===== config.mk =====
export PLATFORM = sky130hd
export DESIGN_NAME = display_share_arbiter_flat
export DESIGN_NICKNAME = d
export VERILOG_FILES = /design/src/rtl/display_share_arbiter_if.sv /design/src/rtl/display_share_arbiter.sv /design/src/flat_wrapper.sv
export SDC_FILE = /design/constraint.sdc
export NUM_CORES = 1
export LEC_CHECK = 0
export CAP_MARGIN = 15
export CORE_MARGIN = 2
export CORE_UTILIZATION = 47
export DETAILED_ROUTE_END_ITERATION = 7
export PLACE_DENSITY = 0.73
export SYNTH_ARGS = -nofsm -noshare
export SYNTH_HDL_FRONTEND = slang
export SYNTH_SLANG_ARGS = --single-unit

===== constraint.sdc =====
create_clock -name clk -period 4.2 [get_ports clk]
set_input_delay 0.84 -clock clk [delete_from_list [all_inputs] [get_ports clk]]
set_output_delay 0.84 -clock clk [all_outputs]
set_load 0.005 [all_outputs]

===== src/rtl/display_share_arbiter_if.sv =====
// Display-share bundle between two requesters and the arbiter.
// Carries both request/value pairs towards the arbiter and the grants,
// digit outputs and busy flag back out to the requesters/display driver.
//
// Signals:
//   req0/req1  : level requests, held high while the display is wanted
//   val0/val1  : 16-bit digit values, [15:12] leftmost ... [3:0] rightmost
//   gnt0/gnt1  : registered ownership flags, never both high
//   hex3..hex0 : registered digits for the multiplexed display driver
//   busy       : gnt0 | gnt1
//
// Modports:
//   master : requester side, drives req/val and observes grants and digits
//   slave  : arbiter side
interface display_share_arbiter_if;
  logic        req0;
  logic [15:0] val0;
  logic        req1;
  logic [15:0] val1;
  logic        gnt0;
  logic        gnt1;
  logic [3:0]  hex3;
  logic [3:0]  hex2;
  logic [3:0]  hex1;
  logic [3:0]  hex0;
  logic        busy;

  modport master (
    output req0, val0, req1, val1,
    input  gnt0, gnt1, hex3, hex2, hex1, hex0, busy
  );

  modport slave (
    input  req0, val0, req1, val1,
    output gnt0, gnt1, hex3, hex2, hex1, hex0, busy
  );
endinterface


===== src/rtl/display_share_arbiter.sv =====
// Round-robin arbiter sharing one 4-digit seven-segment display between two requesters.
// Latency: grant and digits update one clk edge after the request/value is sampled.
// Backpressure: none; a requester waits (level req held) until its grant arrives.
//
// Ports:
//   clk    : system clock, all state updates on the rising edge
//   rst_n  : asynchronous active-low reset; outputs return to reset values at once
//   bus    : display_share_arbiter_if.slave (req0/val0, req1/val1 in;
//            gnt0, gnt1, hex3..hex0, busy out)
//
// Parameters:
//   DWELL_CYCLES : minimum cycles an owner keeps the display while the other requests
//   CNT_W        : dwell counter width, 2**CNT_W must exceed DWELL_CYCLES
//
// Configuration macro DISP_ARB_HOLD_LAST_EN:
//   defined   : on return to IDLE the digits keep the last owner's value
//   undefined : on return to IDLE the digits are cleared to 16'h0000
//   Grants, FSM and timing are the same in both builds.
module display_share_arbiter #(
  parameter int unsigned DWELL_CYCLES = 50_000_000,
  parameter int unsigned CNT_W        = 26
) (
  input  logic                     clk,
  input  logic                     rst_n,
  display_share_arbiter_if.slave   bus
);

  typedef enum logic [1:0] {
    IDLE = 2'd0,
    OWN0 = 2'd1,
    OWN1 = 2'd2
  } state_t;

  localparam logic [CNT_W-1:0] DWELL = CNT_W'(DWELL_CYCLES);

  state_t           state;
  state_t           state_nxt;
  logic [CNT_W-1:0] cnt;
  logic [CNT_W-1:0] cnt_inc;
  logic             expired;
  // 1 after reset so that requester 0 wins the very first tie.
  logic             last_owner;

  logic             gnt0_d;
  logic             gnt1_d;
  logic             busy_d;
  logic [15:0]      hex_d;

  logic             gnt0_q;
  logic             gnt1_q;
  logic             busy_q;
  logic [15:0]      hex_q;

  // Saturating count of owned cycles completed, including the current one.
  // The owner's share is used up once this reaches DWELL, so an owner that is
  // contended from its first cycle holds the display for exactly DWELL cycles.
  always_comb begin
    cnt_inc = (cnt == DWELL) ? cnt : cnt + CNT_W'(1);
    expired = (cnt_inc == DWELL);
  end

  // ---------------------------------------------------------------------------
  // FSM: state register
  // ---------------------------------------------------------------------------
  always_ff @(posedge clk or negedge rst_n) begin
    if (!rst_n) begin
      state <= IDLE;
    end else begin
      state <= state_nxt;
    end
  end

  // ---------------------------------------------------------------------------
  // FSM: next-state logic
  // A release always wins over dwell expiry, and a released display goes
  // straight to the waiting requester without passing through IDLE.
  // ---------------------------------------------------------------------------
  always_comb begin
    state_nxt = state;
    case (state)
      IDLE: begin
        if (bus.req0 && bus.req1) begin
          state_nxt = last_owner ? OWN0 : OWN1;
        end else if (bus.req0) begin
          state_nxt = OWN0;
        end else if (bus.req1) begin
          state_nxt = OWN1;
        end
      end
      OWN0: begin
        if (!bus.req0) begin
          state_nxt = bus.req1 ? OWN1 : IDLE;
        end else if (expired && bus.req1) begin
          state_nxt = OWN1;
        end
      end
      OWN1: begin
        if (!bus.req1) begin
          state_nxt = bus.req0 ? OWN0 : IDLE;
        end else if (expired && bus.req0) begin
          state_nxt = OWN0;
        end
      end
      default: begin
        state_nxt = IDLE;
      end
    endcase
  end

  // ---------------------------------------------------------------------------
  // FSM: output logic
  // Outputs are computed from the next state and registered, so grants swap
  // on a single edge and the digits always belong to the current grant holder.
  // ---------------------------------------------------------------------------
  always_comb begin
    gnt0_d = (state_nxt == OWN0);
    gnt1_d = (state_nxt == OWN1);
    busy_d = gnt0_d | gnt1_d;
    case (state_nxt)
      OWN0:    hex_d = bus.val0;
      OWN1:    hex_d = bus.val1;
`ifdef DISP_ARB_HOLD_LAST_EN
      default: hex_d = hex_q;
`else
      default: hex_d = 16'h0000;
`endif
    endcase
  end

  always_ff @(posedge clk or negedge rst_n) begin
    if (!rst_n) begin
      gnt0_q <= 1'b0;
      gnt1_q <= 1'b0;
      busy_q <= 1'b0;
      hex_q  <= 16'h0000;
    end else begin
      gnt0_q <= gnt0_d;
      gnt1_q <= gnt1_d;
      busy_q <= busy_d;
      hex_q  <= hex_d;
    end
  end

  // ---------------------------------------------------------------------------
  // Dwell counter and round-robin history
  // ---------------------------------------------------------------------------
  always_ff @(posedge clk or negedge rst_n) begin
    if (!rst_n) begin
      cnt <= '0;
    end else if (state_nxt != state) begin
      cnt <= '0;
    end else if (state != IDLE) begin
      cnt <= cnt_inc;
    end
  end

  always_ff @(posedge clk or negedge rst_n) begin
    if (!rst_n) begin
      last_owner <= 1'b1;
    end else if (state == OWN0) begin
      last_owner <= 1'b0;
    end else if (state == OWN1) begin
      last_owner <= 1'b1;
    end
  end

  assign bus.gnt0 = gnt0_q;
  assign bus.gnt1 = gnt1_q;
  assign bus.busy = busy_q;
  assign bus.hex3 = hex_q[15:12];
  assign bus.hex2 = hex_q[11:8];
  assign bus.hex1 = hex_q[7:4];
  assign bus.hex0 = hex_q[3:0];

endmodule


===== src/flat_wrapper.sv =====
// flat-port wrapper written by rule: the top's interface ports become plain ports
module display_share_arbiter_flat 
#(
  parameter int unsigned DWELL_CYCLES = 50_000_000,
  parameter int unsigned CNT_W        = 26
)
  (clk, rst_n, bus_req0, bus_val0, bus_req1, bus_val1, bus_gnt0, bus_gnt1, bus_hex3, bus_hex2, bus_hex1, bus_hex0, bus_busy);
  display_share_arbiter_if bus_i ();
  input  logic clk;
  input  logic rst_n;
  input wire logic [$bits(bus_i.req0)-1:0] bus_req0;
  input wire logic [$bits(bus_i.val0)-1:0] bus_val0;
  input wire logic [$bits(bus_i.req1)-1:0] bus_req1;
  input wire logic [$bits(bus_i.val1)-1:0] bus_val1;
  output wire logic [$bits(bus_i.gnt0)-1:0] bus_gnt0;
  output wire logic [$bits(bus_i.gnt1)-1:0] bus_gnt1;
  output wire logic [$bits(bus_i.hex3)-1:0] bus_hex3;
  output wire logic [$bits(bus_i.hex2)-1:0] bus_hex2;
  output wire logic [$bits(bus_i.hex1)-1:0] bus_hex1;
  output wire logic [$bits(bus_i.hex0)-1:0] bus_hex0;
  output wire logic [$bits(bus_i.busy)-1:0] bus_busy;
  assign bus_i.req0 = bus_req0;
  assign bus_i.val0 = bus_val0;
  assign bus_i.req1 = bus_req1;
  assign bus_i.val1 = bus_val1;
  assign bus_gnt0 = bus_i.gnt0;
  assign bus_gnt1 = bus_i.gnt1;
  assign bus_hex3 = bus_i.hex3;
  assign bus_hex2 = bus_i.hex2;
  assign bus_hex1 = bus_i.hex1;
  assign bus_hex0 = bus_i.hex0;
  assign bus_busy = bus_i.busy;
  display_share_arbiter #(.DWELL_CYCLES(DWELL_CYCLES), .CNT_W(CNT_W)) u_core (.clk(clk), .rst_n(rst_n), .bus(bus_i));
endmodule

==> results of run 1 <==
kinds of logic after synthesis:
group | share of synthesized area [%]
AOI/OAI and AO/OA | 15.0
adders and majority gates | 3.27
muxes | 1.84
and+or+nand+nor | 26.5
buffers and inverters | 5.60
xor gates and xnor gates | 8.58
DFF | 39.3
stage by stage:
| stage | total power [mW] | cells |
|---|---|---|
| floorplan | 1.22 | 339 |
| detailed placement | 1.53 | 446 |
| global placement | 1.53 | 446 |
| CTS | 1.87 | 454 |
| global route | 2.00 | 455 |
| finish | 1.85 | 455 |
synth_stat cells (5+ instances only):
library cell | n | area, um2
ha_1 | 8 | 100
or3_1 | 5 | 31.3
dfrtp_1 | 47 | 1180
nor3_1 | 6 | 30.0
xnor2_1 | 15 | 131
nor2_1 | 55 | 206
a21oi_1 | 8 | 40.0
a22oi_1 | 17 | 128
xor2_1 | 15 | 131
nand2b_1 | 6 | 37.5
o21ai_0 | 6 | 30.0
inv_1 | 9 | 33.8
buf_2 | 6 | 30.0
nand2_1 | 31 | 116
nand3_1 | 17 | 85.1
clkbuf_1 | 10 | 37.5
area by class of cell:
type	count	share of cell area [%]
Inverter	9	0.916
Timing Repair Buffer	55	15.1
Tap cell	77	2.61
Clock inverter	3	1.15
Clock buffer	5	1.87
Sequential cell	48	32.6
Multi-Input combinational cell	258	45.8
layer usage:
metal | routed length [um] | share of wire (%) | vias to the layer above
met1 | 3000 | 45 | 1230
li1 | - | - | 1254
met4 | 56 | 0.84 | 0
met3 | 551 | 8.3 | 7
met5 | 0 | 0 | -
met2 | 3040 | 46 | 83
registers in the layout, summed over array words and instances, names as in the netlist:
name,count
u_core.cnt,26
u_core.bus.gnt0,1
u_core.hex_q,16
u_core.bus.gnt1,1
u_core.last_owner,1
u_core.bus.busy,1
u_core.state,2
how the worst max path moves through the flow:
stage / start / endpoint / slack, ns / cells past startpoint
2_1_floorplan: u_core.cnt[0] / u_core.hex_q[10] / 0.95 / 15
3_3_place_gp: u_core.cnt[0] / u_core.hex_q[1] / 0.79 / 12
3_5_place_dp: u_core.cnt[0] / u_core.hex_q[13] / 0.72 / 12
4_1_cts: u_core.cnt[0] / u_core.hex_q[13] / 0.69 / 12
5_1_grt: u_core.cnt[0] / u_core.hex_q[12] / 0.28 / 12
6_report: u_core.cnt[0] / u_core.hex_q[13] / 0.69 / 12
power groups by stage:
stage	registers (mW)	logic [mW]	clock network, mW
floorplan	0.644	0.580	0
global placement	0.645	0.881	0
detailed placement	0.648	0.887	0
CTS	0.640	0.891	0.342
global route	0.654	0.987	0.357
finish	0.640	0.883	0.330
==> results.yml, run 1 <==
finish:
  final_area_mm2: 0.00369
  diodes: 0
  multi_input_area_mm2: 0.00169
  nNetsFinal: 421
  final_common_cell: "nor2_1"
  fin_util_pct: 58.4
  seqCellArea_mm2: 0.00120
  fillers: 601
  drive_above_1_share_pct: 7.67
  final_cell_mix: "55 x nor2_1, 53 x clkdlybuf4s50_1, 47 x dfrtp_1, 31 x nand2_1"
  syn2layout_area_growth_pct: 20.4
clocking:
  cts_tree: "built"
  ctsHoldBuffers: 0
  clock-sinks: 48
  cts_buffer_depth: 2
  postCtsSetupRepairBufs: 0
  root_buffer: "clkbuf_8"
  htreeDepth: 2
  cts-buffers-inserted: 5
  clk-insertion-delay-late_ns: 0.30
  post_cts_resized: 0
  clk_pin_slew_ns: 0.09
power:
  switching_share_pct: 38.0
  clkPwrFrac_pct: 17.8
  p_comb_share_pct: 47.7
  p_seq_share_pct: 34.5
  p_int_mw: 1.15
  power_leakage_nw: 1.47
  powerDensity_mw_per_mm2: 502
  ir_worst_vdd_mv: 0.417
  switching_power_mw: 0.704
setup_path:
  path_delay_family: "compound AO/OA/AOI/OAI gates"
  critPathKind: "flop to flop"
  cp_max_fo: 17
  regToRegSetupSlack_ns: 0.69
  required_ns: 4.44
  crit_slowest_cell: "ha_1"
  path_cells: "ha_1 > nand3_1 > nor3_1 > and4bb_2 > o22ai_1 > a2111oi_4 > nand2_1 > o21a_1 > a21oi_1 > ha_1 > a22oi_1 > nor2_1"
  cpMostUsedCell: "ha_1"
  max_stage_delay_ns: 0.53
  reg2reg_to: "u_core.hex_q[13]"
  cp-start-kind: "flop"
  cp_num_buf_inv: 0
  end_kind: "flop"
  worst_r2r_path_depth: 12
  crit_arrival_ns: 3.75
  r2r_start: "u_core.cnt[0]"
place:
  io_buffers: 54
  dpl-instance-area_mm2: 0.00356
  preCtsSetupSlack_ns: 0.722
  gp_congestion: 0.886
  hpwl_um: 4970
drt:
  ant_nets: 0
  routedWlPerCell_um: 14.6
  viasPerCell: 5.66
  vias: 2574
  drc: 0
  dr.first_iter.drc_count: 144
  drt_wl_total_um: 6650
  first_pass_iters: 4
global_routing:
  grt_max_degree: 49
  gr-usage-met1_pct: 25.7
  antenna_found_initial: 0
  globalRouteMet3Util_pct: 6.78
  overflow: 0
  grt_pass1_wl_um: 11700
  track_usage_pct: 19.9
  grtUsageMet2_pct: 32.7
  grt_pass1_vias: 2563
  top_usage_layer: "met2"
sta:
  fmax_mhz: 285
  tightest_slew_ns: 0.747
  hold_viol: 0
  fin_setup_tns_ns: 0
  slew_headroom_pct: 50.0
  setup_viol: 0
  holdWs_ns: 0.496
  min_period_ns: 3.51
  fin_ws_ns: 0.687
  report.final.slew_viol_count: 0
  period_share_pct: 83.6
  rsz0062_at_grt: "no"
  skew_ns: 0.00479
synth:
  ys_async_sr_fraction_pct: 100
  synthDistinctLibCells: 57
  yosysSeqAreaShare_pct: 39.3
  synthesis.area_mm2: 0.00306
  synth-edff-count: 0
  yosysWarnings: 0
  synthCells: 339
  synth-seq-cells: 48
  synth_nets: 383
  synthFlopType: "dfrtp_1"
  synth_area_per_cell_um2: 9.03
die:
  fp.dieW_um: 84.7
  rows: 29
  core_mm2: 0.00631
  dieArea_mm2: 0.00718
  die_h_um: 84.7
  initial_utilization_pct: 48.5
  io_pins: 55
min_path:
  hold_path.class: "primary input to asynchronous set/reset pin"
run_status:
  status: "finished, final reports clean"
flow_run:
  cap_violations: 0
Power figures use the tool's default switching activity.
==> inputs of run 2 (changes only) <==
==> constraint.sdc (replaced) <==
create_clock -name clk -period 3.5 [get_ports clk]
set_input_delay 0.7 -clock clk [delete_from_list [all_inputs] [get_ports clk]]
set_output_delay 0.7 -clock clk [all_outputs]
set_load 0.005 [all_outputs]
==> run 2 against run 1 <==
Effect of this change:
- sequential cell count unchanged
- die area did not move
- sequential share of layout area down 0.59 points
- power up 26%
- utilization increased by 1.1 points
- clock skew rose by 0.0074 ns
- critical path depth decreased by 1
- sequential power grew 20%
- critical path type unchanged
- cell area up 1.9%
- worst setup slack worse by 0.43 ns
- critical endpoint is now u_core.hex_q[4]
==> results.yml, run 2 (same netlist as run 1, synthesis figures left out) <==
setup_path:
  required_ns: 3.69
  critPathKind: "flop to flop"
  critical_path.startpoint: "u_core.cnt[2]"
  cp_max_fo: 17
  end_kind: "flop"
  r2r_start: "u_core.cnt[2]"
  worst_r2r_path_depth: 11
  cp-start-kind: "flop"
  reg2reg_to: "u_core.hex_q[4]"
  regToRegSetupSlack_ns: 0.26
  crit_arrival_ns: 3.44
clocking:
  ctsHoldBuffers: 0
  root_buffer: "clkbuf_8"
  clk_pin_slew_ns: 0.10
  clock-sinks: 48
  htreeDepth: 2
  cts_buffer_depth: 2
  clk-insertion-delay-late_ns: 0.31
  cts-buffers-inserted: 5
  cts_tree: "built"
sta:
  min_period_ns: 3.24
  rsz0062_at_grt: "no"
  holdWs_ns: 0.382
  fin_ws_ns: 0.256
  skew_ns: 0.0122
  report.final.slew_viol_count: 0
  slew_headroom_pct: 58.4
  hold_viol: 0
  tightest_slew_ns: 0.624
  period_share_pct: 92.7
  fin_setup_tns_ns: 0
  fmax_mhz: 308
  setup_viol: 0
global_routing:
  grtUsageMet2_pct: 34.1
  antenna_found_initial: 0
  grt_pass1_wl_um: 12000
  overflow: 0
  globalRouteMet3Util_pct: 7.08
  track_usage_pct: 20.5
  top_usage_layer: "met2"
  grt_pass1_vias: 2608
  grt_max_degree: 28
  gr-usage-met1_pct: 25.8
die:
  dieArea_mm2: 0.00718
  core_mm2: 0.00631
  initial_utilization_pct: 48.5
  fp.dieW_um: 84.7
  io_pins: 55
  rows: 29
  die_h_um: 84.7
drt:
  dr.first_iter.drc_count: 123
  ant_nets: 0
  routedWlPerCell_um: 14.8
  viasPerCell: 5.67
  first_pass_iters: 4
  vias: 2606
  drc: 0
  drt_wl_total_um: 6820
place:
  preCtsSetupSlack_ns: -0.00612
  dp_cells: 452
  io_buffers: 54
  gp_congestion: 0.973
  hpwl_um: 5170
  dpl-instance-area_mm2: 0.00361
finish:
  syn2layout_area_growth_pct: 22.8
  final_cell_mix: "55 x nor2_1, 53 x clkdlybuf4s50_1, 46 x dfrtp_1, 31 x nand2_1"
  fin_util_pct: 59.5
  final_cell_count_no_fill: 460
  diodes: 0
  final_area_mm2: 0.00376
  final_common_cell: "nor2_1"
  largest_registers: "u_core.cnt: 26 flops, u_core.hex_q: 16 flops, u_core.state: 2 flops"
  drive_above_1_share_pct: 9.92
  largest_reg_flops: 26
  nNetsFinal: 426
  top_register: "u_core.cnt"
flow_run:
  cap_violations: 0
power:
  p_int_mw: 1.45
  switching_power_mw: 0.884
  p_total_mw: 2.33
  ir_worst_vdd_mv: 0.529
  clkPwrFrac_pct: 17.8
  p_seq_share_pct: 33.0
  p_comb_share_pct: 49.2
  powerDensity_mw_per_mm2: 620
  switching_share_pct: 38.0
  power_leakage_nw: 1.50
run_status:
  status: "finished, final reports clean"
min_path:
  hold_path.class: "primary input to asynchronous set/reset pin"
run 2: cell types whose count changed in the layout (fill, tap and decap cells not counted):
cell      delta
buf_4        +5
clkinv_2     -1
dfrtp_1      -1
dfrtp_2      +1
ha_1         -2
ha_2         +1
ha_4         +1
inv_6        +1
nor3_1       -1
nor3_2       +1
nor4_2       -1
nor4_4       +1
run 2: worst max-delay path: stages, from the launching register on:
cell and delay [ns]:
dfrtp_1 0.62, and4_1 0.37, nand4_1 0.28, a21oi_1 0.20
a31oi_1 0.10, a2111oi_4 0.43, nand2_1 0.14, o211ai_1 0.25
a31oi_1 0.15, ha_2 0.33, buf_4 0.19, nor2_1 0.07
run 2: cell type report:
cell class	instances	area (um2)
Tap cell	77	96.3
Clock inverter	3	46.3
Fill cell	588	2550
Sequential cell	48	1200
Multi-Input combinational cell	258	1720
Timing Repair Buffer	60	593
Inverter	9	33.8
Clock buffer	5	68.8
run 2: how the worst max path moves through the flow:
stage | endpoint
after global placement | u_core.hex_q[1]
after floorplan | u_core.hex_q[10]
after CTS | u_core.hex_q[4]
after global routing | u_core.hex_q[12]
after detailed placement | u_core.hex_q[4]
final | u_core.hex_q[4]
run 2: power groups by stage:
| stage | Combinational, mW | Sequential (mW) | Clock (mW) |
|---|---|---|---|
| 3_5_place_dp | 1.15 | 0.776 | 0 |
| 5_1_grt | 1.28 | 0.789 | 0.443 |
| 4_1_cts | 1.15 | 0.766 | 0.427 |
| 3_3_place_gp | 1.14 | 0.770 | 0 |
| 6_report | 1.15 | 0.770 | 0.414 |
| 2_1_floorplan | 0.696 | 0.773 | 0 |
run 2: per-layer routing:
layer  up-vias  wire length (um)
met1      1247              2890
met2        91              3280
met4         0                78
met3         8               572
li1       1260                 -
met5         -                 0
run 2: repair_timing:
action / 4_1_cts / 5_1_grt
setup endpoints to repair: 14 / 17
setup buffers: 0 / 0
gates resized for setup: 1 / 5
==> inputs of run 3 (changes only) <==
--- a/config.mk
+++ b/config.mk
@@ -5,6 +5,7 @@
 export SDC_FILE = /design/constraint.sdc
 export NUM_CORES = 1
 export LEC_CHECK = 0
+export ABC_AREA = 0
 export CAP_MARGIN = 15
 export CORE_MARGIN = 2
 export CORE_UTILIZATION = 47
==> results of run 3 <==
No change in the layout: final DEF, timing and power equal those of run 2.
